## src/rtl/cvxif_copro_exec.sv

```systemverilog
// cvxif_copro_exec
//   Execution stage of the CV-X-IF example coprocessor. Accepted offloaded
//   instructions are queued with their operands and executed in order on one
//   multi-cycle unit. Every accepted instruction returns exactly one result
//   on the valid/ready result channel.
//
// Ports
//   clk_i, rst_ni         clock (rising edge), asynchronous active-low reset
//   flush_i               synchronous kill of queued and in-flight work
//   issue_valid_i/ready_o issue handshake from the decoder
//   issue_instr_i         instruction word (opcode [6:0], rd [11:7])
//   issue_rs1_i/rs2_i     source operands
//   issue_id_i, issue_we_i instruction id and writeback flag
//   result_valid_o/ready_i result handshake to the core
//   result_id_o, result_data_o, result_rd_o, result_we_o registered result

module cvxif_copro_exec #(
  parameter int unsigned XLEN   = 32,
  parameter int unsigned Depth  = 4,
  parameter int unsigned IdBits = 3
) (
  input  logic              clk_i,
  input  logic              rst_ni,
  input  logic              flush_i,
  input  logic              issue_valid_i,
  output logic              issue_ready_o,
  input  logic [31:0]       issue_instr_i,
  input  logic [XLEN-1:0]   issue_rs1_i,
  input  logic [XLEN-1:0]   issue_rs2_i,
  input  logic [IdBits-1:0] issue_id_i,
  input  logic              issue_we_i,
  output logic              result_valid_o,
  input  logic              result_ready_i,
  output logic [IdBits-1:0] result_id_o,
  output logic [XLEN-1:0]   result_data_o,
  output logic [4:0]        result_rd_o,
  output logic              result_we_o
);

  localparam int unsigned AW = $clog2(Depth);
  localparam int unsigned PW = AW + 1;
  localparam int unsigned SW = $clog2(XLEN);
  localparam int unsigned CW = $clog2(XLEN + 2);

  typedef enum logic [1:0] {IDLE, EXEC, RESULT} state_t;
  typedef enum logic [2:0] {OP_ADD, OP_SUB, OP_ROL, OP_MUL, OP_NONE} op_t;

  // ---------------------------------------------------------------- queue
  logic [6:0]        q_opc [Depth];
  logic [4:0]        q_rd  [Depth];
  logic [XLEN-1:0]   q_rs1 [Depth];
  logic [XLEN-1:0]   q_rs2 [Depth];
  logic [IdBits-1:0] q_id  [Depth];
  logic              q_we  [Depth];

  logic [PW-1:0] wptr_q, rptr_q;
  logic [AW-1:0] waddr, raddr;
  logic          full, empty, push, pop;

  // only opcode and rd are needed from the instruction word
  logic unused_instr_hi;
  assign unused_instr_hi = ^issue_instr_i[31:12];

  assign waddr = wptr_q[AW-1:0];
  assign raddr = rptr_q[AW-1:0];
  assign empty = (wptr_q == rptr_q);
  assign full  = (wptr_q[PW-1] != rptr_q[PW-1]) && (waddr == raddr);

  assign issue_ready_o = !full && !flush_i;
  assign push          = issue_valid_i && issue_ready_o;

  always_ff @(posedge clk_i) begin
    if (push) begin
      q_opc[waddr] <= issue_instr_i[6:0];
      q_rd[waddr]  <= issue_instr_i[11:7];
      q_rs1[waddr] <= issue_rs1_i;
      q_rs2[waddr] <= issue_rs2_i;
      q_id[waddr]  <= issue_id_i;
      q_we[waddr]  <= issue_we_i;
    end
  end

  always_ff @(posedge clk_i or negedge rst_ni) begin
    if (!rst_ni) begin
      wptr_q <= '0;
      rptr_q <= '0;
    end else if (flush_i) begin
      wptr_q <= '0;
      rptr_q <= '0;
    end else begin
      if (push) wptr_q <= wptr_q + PW'(1);
      if (pop)  rptr_q <= rptr_q + PW'(1);
    end
  end

  // --------------------------------------------------------- head decode
  // Counter is loaded with EXEC cycles + 1: the last EXEC cycle (count==1)
  // is spent registering the result, the ones before it do the work.
  op_t           head_op;
  logic [CW-1:0] head_lat;

  always_comb begin
    head_op  = OP_NONE;
    head_lat = CW'(2);
    case (q_opc[raddr])
      7'b0001011: begin head_op = OP_ADD; head_lat = CW'(2);        end
      7'b0101011: begin head_op = OP_SUB; head_lat = CW'(2);        end
      7'b1011011: begin head_op = OP_ROL; head_lat = CW'(3);        end
      7'b1111011: begin head_op = OP_MUL; head_lat = CW'(XLEN + 1); end
      default:    ;
    endcase
  end

  // ------------------------------------------------------------------ FSM
  state_t state_q, state_d;
  logic   finish;

  logic [CW-1:0]     cnt_q;
  op_t               op_q;
  logic [XLEN-1:0]   opa_q, opb_q, acc_q;
  logic [IdBits-1:0] cur_id_q;
  logic [4:0]        cur_rd_q;
  logic              cur_we_q;

  always_comb begin
    state_d = state_q;
    pop     = 1'b0;
    finish  = 1'b0;
    case (state_q)
      IDLE: begin
        if (!empty) begin
          pop     = 1'b1;
          state_d = EXEC;
        end
      end
      EXEC: begin
        if (cnt_q == CW'(1)) begin
          finish  = 1'b1;
          state_d = RESULT;
        end
      end
      RESULT: begin
        if (result_ready_i) state_d = IDLE;
      end
      default: state_d = IDLE;
    endcase
    if (flush_i) begin
      state_d = IDLE;
      pop     = 1'b0;
      finish  = 1'b0;
    end
  end

  always_ff @(posedge clk_i or negedge rst_ni) begin
    if (!rst_ni) state_q <= IDLE;
    else         state_q <= state_d;
  end

  // ------------------------------------------------------------- datapath
  logic [2*XLEN-1:0] rot_dbl;
  logic [XLEN-1:0]   exec_result;

  always_comb begin
    rot_dbl = {opa_q, opa_q} << opb_q[SW-1:0];
    case (op_q)
      OP_ADD:  exec_result = opa_q + opb_q;
      OP_SUB:  exec_result = opa_q - opb_q;
      OP_ROL:  exec_result = rot_dbl[2*XLEN-1:XLEN];
      OP_MUL:  exec_result = acc_q;
      default: exec_result = '0;
    endcase
  end

  always_ff @(posedge clk_i or negedge rst_ni) begin
    if (!rst_ni) begin
      cnt_q          <= '0;
      op_q           <= OP_NONE;
      opa_q          <= '0;
      opb_q          <= '0;
      acc_q          <= '0;
      cur_id_q       <= '0;
      cur_rd_q       <= '0;
      cur_we_q       <= 1'b0;
      result_valid_o <= 1'b0;
      result_id_o    <= '0;
      result_data_o  <= '0;
      result_rd_o    <= '0;
      result_we_o    <= 1'b0;
    end else begin
      if (pop) begin
        op_q     <= head_op;
        opa_q    <= q_rs1[raddr];
        opb_q    <= q_rs2[raddr];
        acc_q    <= '0;
        cnt_q    <= head_lat;
        cur_id_q <= q_id[raddr];
        cur_rd_q <= q_rd[raddr];
        cur_we_q <= q_we[raddr] && (head_op != OP_NONE);
      end else if (state_q == EXEC && !flush_i) begin
        cnt_q <= cnt_q - CW'(1);
        if (!finish && op_q == OP_MUL) begin
          if (opb_q[0]) acc_q <= acc_q + opa_q;
          opa_q <= opa_q << 1;
          opb_q <= opb_q >> 1;
        end
      end

      if (finish) begin
        result_valid_o <= 1'b1;
        result_data_o  <= exec_result;
        result_id_o    <= cur_id_q;
        result_rd_o    <= cur_rd_q;
        result_we_o    <= cur_we_q;
      end else if (flush_i || (state_q == RESULT && result_ready_i)) begin
        result_valid_o <= 1'b0;
      end
    end
  end

endmodule

```

## config.mk

```make
export PLATFORM = sky130hd
export DESIGN_NAME = cvxif_copro_exec
export DESIGN_NICKNAME = d
export VERILOG_FILES = /design/src/rtl/cvxif_copro_exec.sv
export SDC_FILE = /design/constraint.sdc
export NUM_CORES = 1
export LEC_CHECK = 0
export ABC_AREA = 1
export CORE_MARGIN = 3
export CORE_UTILIZATION = 32
export CTS_CLUSTER_DIAMETER = 150
export DETAILED_ROUTE_END_ITERATION = 12
export PLACE_DENSITY = 0.52
export SETUP_SLACK_MARGIN = 0.3
export SLEW_MARGIN = 30
export SYNTH_ARGS = -nofsm -noshare
export SYNTH_HDL_FRONTEND = slang
export SYNTH_SLANG_ARGS = --single-unit
```

## constraint.sdc

```tcl
create_clock -name clk_i -period 5.3 [get_ports clk_i]
set_input_delay 1.06 -clock clk_i [delete_from_list [all_inputs] [get_ports clk_i]]
set_output_delay 1.06 -clock clk_i [all_outputs]
set_load 0.02 [all_outputs]
```

# [After elaboration in Yosys (flattened, before gate mapping)]
# Memory sizes are Yosys's and may differ from the RTL's. A register that Yosys moved wholly into a read port is not among the register bits.
# Index checks and enable logic that the tools add are counted.
[word_totals] ff_bits=156 ram_bits=320 inputBits=105 out_inout_bits=43 wordCells=102 n_memories=6
[classes] n_addsub=6 eq_ne=17 n_shift=1 mux=34 reduce_logical=24
[mem_list] name="q_rs1" depth=4 width=32 rd=1 rd_ports_with_merged_regs=0 write_ports=1 line="51" source="logic [XLEN-1:0] q_rs1 [Depth];"
[mem_list] name="q_rs2" depth=4 width=32 rd=1 rd_ports_with_merged_regs=0 write_ports=1 line="52" source="logic [XLEN-1:0] q_rs2 [Depth];"
[mem_list] name="q_opc" depth=4 width=7 rd=1 rd_ports_with_merged_regs=0 write_ports=1 line="49" source="logic [6:0] q_opc [Depth];"
[mem_list] name="q_rd" depth=4 width=5 rd=1 rd_ports_with_merged_regs=1 write_ports=1 line="50" source="logic [4:0] q_rd [Depth];"
[mem_list] name="q_id" depth=4 width=3 rd=1 rd_ports_with_merged_regs=1 write_ports=1 line="53" source="logic [IdBits-1:0] q_id [Depth];"
[mem_list] name="q_we" depth=4 width=1 rd=1 rd_ports_with_merged_regs=0 write_ports=1 line="54" source="logic q_we [Depth];"
[op_table] op="32-bit 2-to-1 mux" n=10
[op_table] op="32-bit case mux with 4 select lines" n=1
[op_table] op="32-bit adder" n=2
[op_table] op="64-bit by 5-bit << shifter with 64-bit output" n=1
[op_table] op="32-bit subtractor" n=1
[op_table] op="7-bit == test, second input constant" n=2
[op_table] op="3-bit 2-to-1 mux" n=4
[op_table] op="6-bit 2-to-1 mux" n=2
[op_table] op="3-bit inequality test, second input constant" n=4
[op_table] op="3-bit case mux with 4 select lines" n=1
[op_table] op="6-bit case mux with 2 select lines" n=1
[op_table] op="2-bit nonzero test" n=6
[op_table] op="1-bit 2-to-1 mux" n=10
[op_table] op="2-bit 2-to-1 mux" n=4
[op_table] op="7-bit by 4-bit == test with 1-bit output, second input constant" n=1
[op_table] op="7-bit by 6-bit == test with 1-bit output, second input constant" n=1
[op_table] op="1-bit logical AND" n=7
[op_table] op="3-bit by 1-bit adder with 3-bit output, second input constant" n=2
[op_table] op="3-bit by 2-bit == test with 1-bit output, second input constant" n=2
[op_table] op="6-bit by 1-bit == test with 1-bit output, second input constant" n=1
[op_table] op="2-bit case mux with 3 select lines" n=1
[op_table] op="3-bit AND reduction" n=2
[op_table] op="6-bit by 1-bit subtractor with 6-bit output, second input constant" n=1
[op_table] op="1-bit logical NOT" n=5
[op_table] op="other kinds (10)" n=10

# [Longest topological paths before layout]
# Gate-level depths: netlist (run 1).
[logic_depth] word_depth=9 depth_mapped=28 mapped_depth_nobuf=26

# [Worst setup path after synthesis (run 1)]
# OpenSTA, ideal clock, no wires.
[synth_path] path_kind="input port to flip-flop" from="in flush_i" to="reg wptr_q[2]" setup_ns=0.102 arrival_ns=5.481 required_time_ns=5.198 path_slack_ns=-0.283 cell_stages=7 n_path_buf=0 path_cell_list="inv_1 > nand2_1 > inv_1 > nand2_1 > nor2_1 > o21ai_0 > a21oi_1"
[synth_between] elab_chain_cells=4 word_cells_on_any_way=5 classes_between="1 x mux; 4 x reduce/logical"
[synth_lines] element="start, declared" line="24" source="input logic flush_i,"
[synth_lines] element="1-bit logical NOT" line="69" source="assign issue_ready_o = !full && !flush_i;"
[synth_lines] element="1-bit logical AND" line="69"
[synth_lines] element="net issue_ready_o" line="26" source="output logic issue_ready_o,"
[synth_lines] element="1-bit logical AND" line="70" source="assign push = issue_valid_i && issue_ready_o;"
[synth_lines] element="2-bit nonzero test (no line)"
[synth_lines] element="end signal, assigned" line="91" source="if (push) wptr_q <= wptr_q + PW'(1);"
[synth_lines] element="end, declared" line="56" source="logic [PW-1:0] wptr_q, rptr_q;"
# The timed path passes the listed nets, and every way through them passes these cells.
# A chain may end at the register's enable or synchronous reset.

# [Worst setup path in the final report (run 1)]
[layout_path] from="reg rptr_q[0]" to="out issue_ready_o"
[layout_between] elab_chain_cells=4
[layout_lines] element="start, declared" line="56"
[layout_lines] element="start signal, assigned" line="92" source="if (pop) rptr_q <= rptr_q + PW'(1);"
[layout_lines] element="2-bit == test" line="67" source="assign full = (wptr_q[PW-1] != rptr_q[PW-1]) && (waddr == raddr);"
[layout_lines] element="1-bit logical AND" line="67"
[layout_lines] element="1-bit logical NOT" line="69"
[layout_lines] element="1-bit logical AND" line="69"
[layout_lines] element="end, declared" line="26"
# Every way passes these cells.

==> impl_metrics.yaml, run 1 <==
critical_path:
  worstPathMaxFanout: 60
  reg2reg_depth: 24
  required_ns: 4.24
  cp-end-kind: "primary output"
  start_kind: "flip-flop"
  arrival_ns: 2.93
  critPathKind: "reg2out"
sta:
  drv_slew: 0
  max_freq_mhz: 251
  min_period_ns: 3.99
  relSlewSlack: 0.409
  min_period_over_period: 0.753
  rsz0062_at_grt: "no"
  setup_viol: 0
  skew_ns: 0.0371
  hold_viol: 0
  whs_ns: 0.434
  max_slew.worst_pin.slew_ns: 0.887
floorplan:
  io_pins: 148
  rows: 103
  initial_core_util: 0.326
  dieArea_um2: 84800
  core_um2: 79800
  die_y_um: 291
  die_w_um: 291
grt:
  antenna_found_initial: 8
  grt_util_met2: 0.296
  grt_pass1_wl_mm: 126
  gr-max-usage-layer: "met2"
  grt_use_met1: 0.270
  grt_max_degree: 82
  grt_use_met3: 0.0453
  overflow: 0
  grt_usage: 0.193
  grt_pass1_vias: 20200
clocking:
  cts_hold_buf: 0
  cts_root_buffer: "clkbuf_16"
  clock_sinks: 484
  clk_path_buf_depth: 3
  clock_latency_ns: 0.63
  post_cts_buffers: 0
  numCtsBuffers: 56
  clk_pin_slew_ns: 0.06
  cts_resized: 0
  cts_tree: "yes"
  htreeDepth: 2
final_layout:
  layout.nets: 3322
  postLayoutCellArea_um2: 30300
  drive_above_1_share: 0.0517
  area_growth_pct: 16.5
  final_core_util: 0.380
status:
  outcome: "finished clean"
pwr:
  ir_worst_vdd_mv: 0.321
  leakagePower_nw: 12.8
  powerDensity_nw_per_um2: 613
synth:
  seq_area_frac_synth: 0.527
  synth_edf_count: 320
  syn_inst: 3059
  synth_area_per_cell_um2: 8.51
  ys.flop_type: "edfxtp_1"
  ys_seq_elements: 484
  synth_cell_types: 56
  yosys_warnings: 0
  synth-async-reset-ratio: 0.339
  synth_area_um2: 26000
  synthesis.nets: 3236
route:
  postRouteAntennaNets: 0
  vias: 21500
  drtIter0Drc: 1937
  drc: 0
  wire_per_inst_um: 19.8
  totalWireLength_mm: 84.1
  viasPerCell: 5.07
  dr.pass1.iters: 8
hold_path:
  hp-class: "in2async"
placed_design:
  gp_congestion: 0.940
  place_area_um2: 28300
  hpwl_mm: 58.4
  port-buffer-count: 127
run:
  drv_cap: 0
-- final cells by class --
class	count	area, um^2
timing repair buffer	164	1550
antenna	5	12.5
tap	1050	1310
multi-input combinational	2193	10800
sequential	484	13700
clock inverter	38	493
inverter	246	936
clock buffer	66	1470
fill	8104	49500
-- layer usage --
metal,vias to the layer above,routed length [um]
li1,10600,-
met1,10100,38400
met2,688,36600
met3,149,6200
met4,8,2770
met5,-,65
-- synthesized netlist by cell type, drive strengths merged, types with 4 or more instances --
cell | count | area share
a21boi | 8 | 0.0023
a21o | 5 | 0.0014
a21oi | 109 | 0.021
a221o | 5 | 0.0019
a31oi | 12 | 0.0029
buf | 67 | 0.014
clkbuf | 69 | 0.0099
clkinv | 4 | 0.00072
dfrtp | 163 | 0.16
edfxtp | 320 | 0.37
ha | 70 | 0.034
inv | 242 | 0.035
nand2 | 844 | 0.12
nand3 | 424 | 0.082
nand3b | 8 | 0.0023
nand4 | 17 | 0.0041
nor2 | 266 | 0.039
nor3 | 28 | 0.0062
nor4 | 6 | 0.0014
o211ai | 12 | 0.0035
o21a | 4 | 0.0012
o21ai | 225 | 0.043
o21bai | 7 | 0.0020
o221ai | 22 | 0.0074
o22ai | 45 | 0.011
or2 | 12 | 0.0029
xnor2 | 10 | 0.0034
xor2 | 36 | 0.012
-- cell families (layout without fill, tap and decap cells) --
family          after synthesis  after routing  synth area share
compound gates              467            467             0.102
xor+xnor                     46             46            0.0155
fa+ha+maj                    72             72            0.0352
buf+inv                     382            514            0.0594
flops                       484            484             0.527
other cells                   0              5                 0
simple gates               1608           1608             0.261
-- flip-flops by register name (all words and copies together), names as in the netlist, 20 cells and up --
signal and cells:
acc_q 32, q_rs2 128, opa_q 32, q_rd 20
q_rs1 128, q_opc 28, opb_q 32, result_data_o 32
-- final timing paths --
| check | start | endpoint | slack [ns] |
|---|---|---|---|
| setup / recovery | rptr_q[0]$_DFFE_PN0P_ | issue_ready_o | 1.31 |
| hold / removal | rst_ni | result_data_o[18]$_DFFE_PN0P_ | 0.43 |
| setup reg to reg | opb_q[0]$_DFFE_PN0P_ | result_data_o[31]$_DFFE_PN0P_ | 1.32 |
| hold reg to reg | cur_rd_q[1]$_DFFE_PN0P_ | result_rd_o[1]$_DFFE_PN0P_ | 0.47 |
| max in group asynchronous | rst_ni | opb_q[26]$_DFFE_PN0P_ | 3.78 |
| min in group clk_i | cur_rd_q[1]$_DFFE_PN0P_ | result_rd_o[1]$_DFFE_PN0P_ | 0.47 |
-- report_power, final --
group	switching, W	leakage, nW	internal (W)
sequential	0.000883	5.02	0.00453
combinational	0.00621	6.86	0.00287
clock	0.00162	0.956	0.00248
total	0.00871	12.8	0.00987
-- through the flow --
step | cells | TNS [ns] | power (W) | setup slack (ns)
floorplan | 3059 | -47.77 | 0.0114 | -0.199
global placement | 4137 | 0 | 0.0144 | 1.39
detailed placement | 4137 | 0 | 0.0144 | 1.40
CTS | 4241 | 0 | 0.0186 | 1.19
global route | 4243 | 0 | 0.0199 | 1.06
finish | 4246 | 0 | 0.0186 | 1.31
-- cells in the final DEF (no fill, tap or decap), types with 10 or more instances in the layout --
cell	synthesis	layout
buf_4	3	37
o21ai_0	203	203
inv_1	235	233
o21ai_1	21	21
nand2_1	843	842
o22ai_1	45	45
clkinv_1	1	14
a31oi_1	12	12
nand3_1	422	422
nor2_1	263	258
nand4_1	17	17
o211ai_1	12	12
nor3_1	26	25
or2_2	11	11
dfrtp_1	163	160
bufinv_16	0	10
a21oi_1	108	108
xor2_1	36	36
o221ai_1	22	22
xnor2_1	10	10
ha_1	70	70
edfxtp_1	320	320
clkdlybuf4s50_1	0	126
clkinv_2	3	12
clkbuf_16	0	57
-- critical path: stages (launching register included) --
cell	delay [ns]
dfrtp_4	0.64
inv_4	0.55
nand2_1	0.12
a21oi_1	0.20
nand2_1	0.08
nand2_1	0.07
inv_1	0.06
clkdlybuf4s50_1	0.58
No activity file was read; power rests on OpenSTA's default activity.
==> run 2, diff against run 1 <==
--- a/config.mk
+++ b/config.mk
@@ -10,7 +10,7 @@
 export CORE_UTILIZATION = 32
 export CTS_CLUSTER_DIAMETER = 150
 export DETAILED_ROUTE_END_ITERATION = 12
-export PLACE_DENSITY = 0.52
+export PLACE_DENSITY = 0.54
 export SETUP_SLACK_MARGIN = 0.3
 export SLEW_MARGIN = 30
 export SYNTH_ARGS = -nofsm -noshare
==> constraint.sdc (replaced) <==
create_clock -name clk_i -period 3.5 [get_ports clk_i]
set_input_delay 0.7 -clock clk_i [delete_from_list [all_inputs] [get_ports clk_i]]
set_output_delay 0.7 -clock clk_i [all_outputs]
set_load 0.02 [all_outputs]
==> impl_metrics.yaml, run 2 (synthesis gave the netlist of run 1 again) <==
placed_design:
  dp_slack_ns: 0.210
  gp_congestion: 0.944
  port-buffer-count: 127
  hpwl_mm: 58.6
  place_area_um2: 28900
final_layout:
  layout.nets: 3381
  area_growth_pct: 20.5
  fill_cells: 8038
  layout_commonest_cell: "nand2_1"
  final_cell_mix: "818 x nand2_1, 404 x nand3_1, 320 x edfxtp_1"
  drive_above_1_share: 0.103
  reg_top3: "q_rs1 x128, q_rs2 x128"
  regArea_um2: 13700
  multi_input_area_um2: 11400
  postLayoutCellArea_um2: 31400
route:
  wire_per_inst_um: 19.4
  viasPerCell: 5.13
  dr.pass1.iters: 7
  drc: 0
  vias: 22100
  postRouteAntennaNets: 0
  totalWireLength_mm: 83.7
  drtIter0Drc: 2026
pwr:
  ir_worst_vdd_mv: 0.479
  leakagePower_nw: 13.2
  powerDensity_nw_per_um2: 942
critical_path:
  reg2reg_depth: 19
  critical_path.cell_chain: "nor2_2 -> nand2_2 -> inv_2 -> buf_4 -> or2_1 -> o21a_1 -> xor2_1 -> ha_1 -> buf_4 -> nand2_4 -> nor2_2 -> and2_4 -> nand3_1 -> nand3_1 -> nand2_1 -> nand3_2 -> nand3_2 -> nand2_1 -> nand2_1"
  cp-end-kind: "flip-flop"
  cp.depth: 19
  cp.buffers_inverters: 3
  cp_common_cell: "nand2_1"
  worstPathMaxFanout: 7
  start_kind: "flip-flop"
  arrival_ns: 3.65
  cp_slowest_stage_delay_ns: 0.55
  critPathKind: "reg2reg"
  crit_slowest_cell: "dfstp_2"
  critical-path-top-delay-family: "simple AND/OR/NAND/NOR gates"
  required_ns: 4.01
sta:
  tns_ns: 0
  relSlewSlack: 0.390
  fin_ws_ns: 0.357
  min_period_over_period: 0.898
  min_period_ns: 3.14
  skew_ns: 0.0481
  max_slew.worst_pin.slew_ns: 0.915
  hold_viol: 0
  rsz0062_at_grt: "yes"
  drv_slew: 0
  setup_viol: 0
  max_freq_mhz: 318
clocking:
  clock_latency_ns: 0.63
  cts_root_buffer: "clkbuf_16"
  clk_path_buf_depth: 3
  htreeDepth: 2
  clock_sinks: 484
  cts_tree: "yes"
  clk_pin_slew_ns: 0.06
  numCtsBuffers: 56
grt:
  antenna_found_initial: 9
  overflow: 0
  grt_pass1_vias: 20300
  grt_max_degree: 132
  grt_usage: 0.192
  grt_pass1_wl_mm: 126
status:
  outcome: "finished clean"
floorplan:
  io_pins: 148
  initial_core_util: 0.326
  die_y_um: 291
  dieArea_um2: 84800
  core_um2: 79800
  rows: 103
  die_w_um: 291
hold_path:
  hp-class: "in2async"
run:
  drv_cap: 0
[run 2: repair_timing]
item,in CTS,in global routing
gates resized for setup,24,125
endpoints found under the hold margin,0,0
pin swaps,9,49
hold buffers,0,0
buffers inserted,3,5
endpoints found under the setup margin,19,28
[run 2: final timing paths]
kind / from / endpoint / slack, ns
setup / recovery: op_q[2]$_DFFE_PN1P_ / result_data_o[20]$_DFFE_PN0P_ / 0.36
hold / removal: rst_ni / result_data_o[22]$_DFFE_PN0P_ / 0.07
setup reg to reg: op_q[2]$_DFFE_PN1P_ / result_data_o[20]$_DFFE_PN0P_ / 0.36
hold reg to reg: result_we_o$_DFFE_PN0P_ / result_we_o$_DFFE_PN0P_ / 0.47
max in group asynchronous: rst_ni / op_q[2]$_DFFE_PN1P_ / 2.64
min in group clk_i: result_we_o$_DFFE_PN0P_ / result_we_o$_DFFE_PN0P_ / 0.47
[run 2: final cells by class]
| cell class | instances | area share |
|---|---|---|
| diodes | 3 | 0.000239 |
| clock buffers | 76 | 0.0487 |
| clock inverters | 29 | 0.0105 |
| inverters | 246 | 0.0298 |
| multi-input cells | 2193 | 0.362 |
| flip-flops and latches | 484 | 0.437 |
| well taps | 1050 | 0.0419 |
| repair buffers | 223 | 0.0691 |
[run 2: metrics by stage]
| stage | power (W) | hold WS, ns | utilization | cells |
|---|---|---|---|---|
| 3_5_place_dp | 0.0225 | 0.462 | 0.362 | 4188 |
| 4_1_cts | 0.0285 | 0.0681 | 0.387 | 4296 |
| 5_1_grt | 0.0317 | 0.0914 | 0.393 | 4301 |
| 3_3_place_gp | 0.0224 | 0.459 | 0.362 | 4188 |
| 2_1_floorplan | 0.0172 | 0.404 | - | 3059 |
| 6_report | 0.0295 | 0.0734 | 0.393 | 4304 |
[run 2: report_power, final]
| group | total, W | internal (W) | switching (W) |
|---|---|---|---|
| Clock | 0.00576 | 0.00338 | 0.00238 |
| Sequential | 0.00803 | 0.00686 | 0.00116 |
| Combinational | 0.0158 | 0.00546 | 0.0103 |
[run 2: layer usage]
metal  global-route usage  routed length, um  vias to the layer above  share of wire
met2                0.298              37200                      707           0.45
li1                     -                  -                    10700              -
met5                    0                 50                        -        0.00060
met4               0.0575               2680                        6          0.032
met1                0.275              38000                    10500           0.45
met3               0.0307               5740                      119          0.069
[run 2: worst register-to-register path, delay by kind of cell (launching register included)]
family	cells	cell delay, ns
DFF	1	0.55
and+or+nand+nor	13	1.37
adders and majority gates	1	0.40
buffers and inverters	3	0.43
AOI/OAI and AO/OA	1	0.12
xor gates and xnor gates	1	0.14
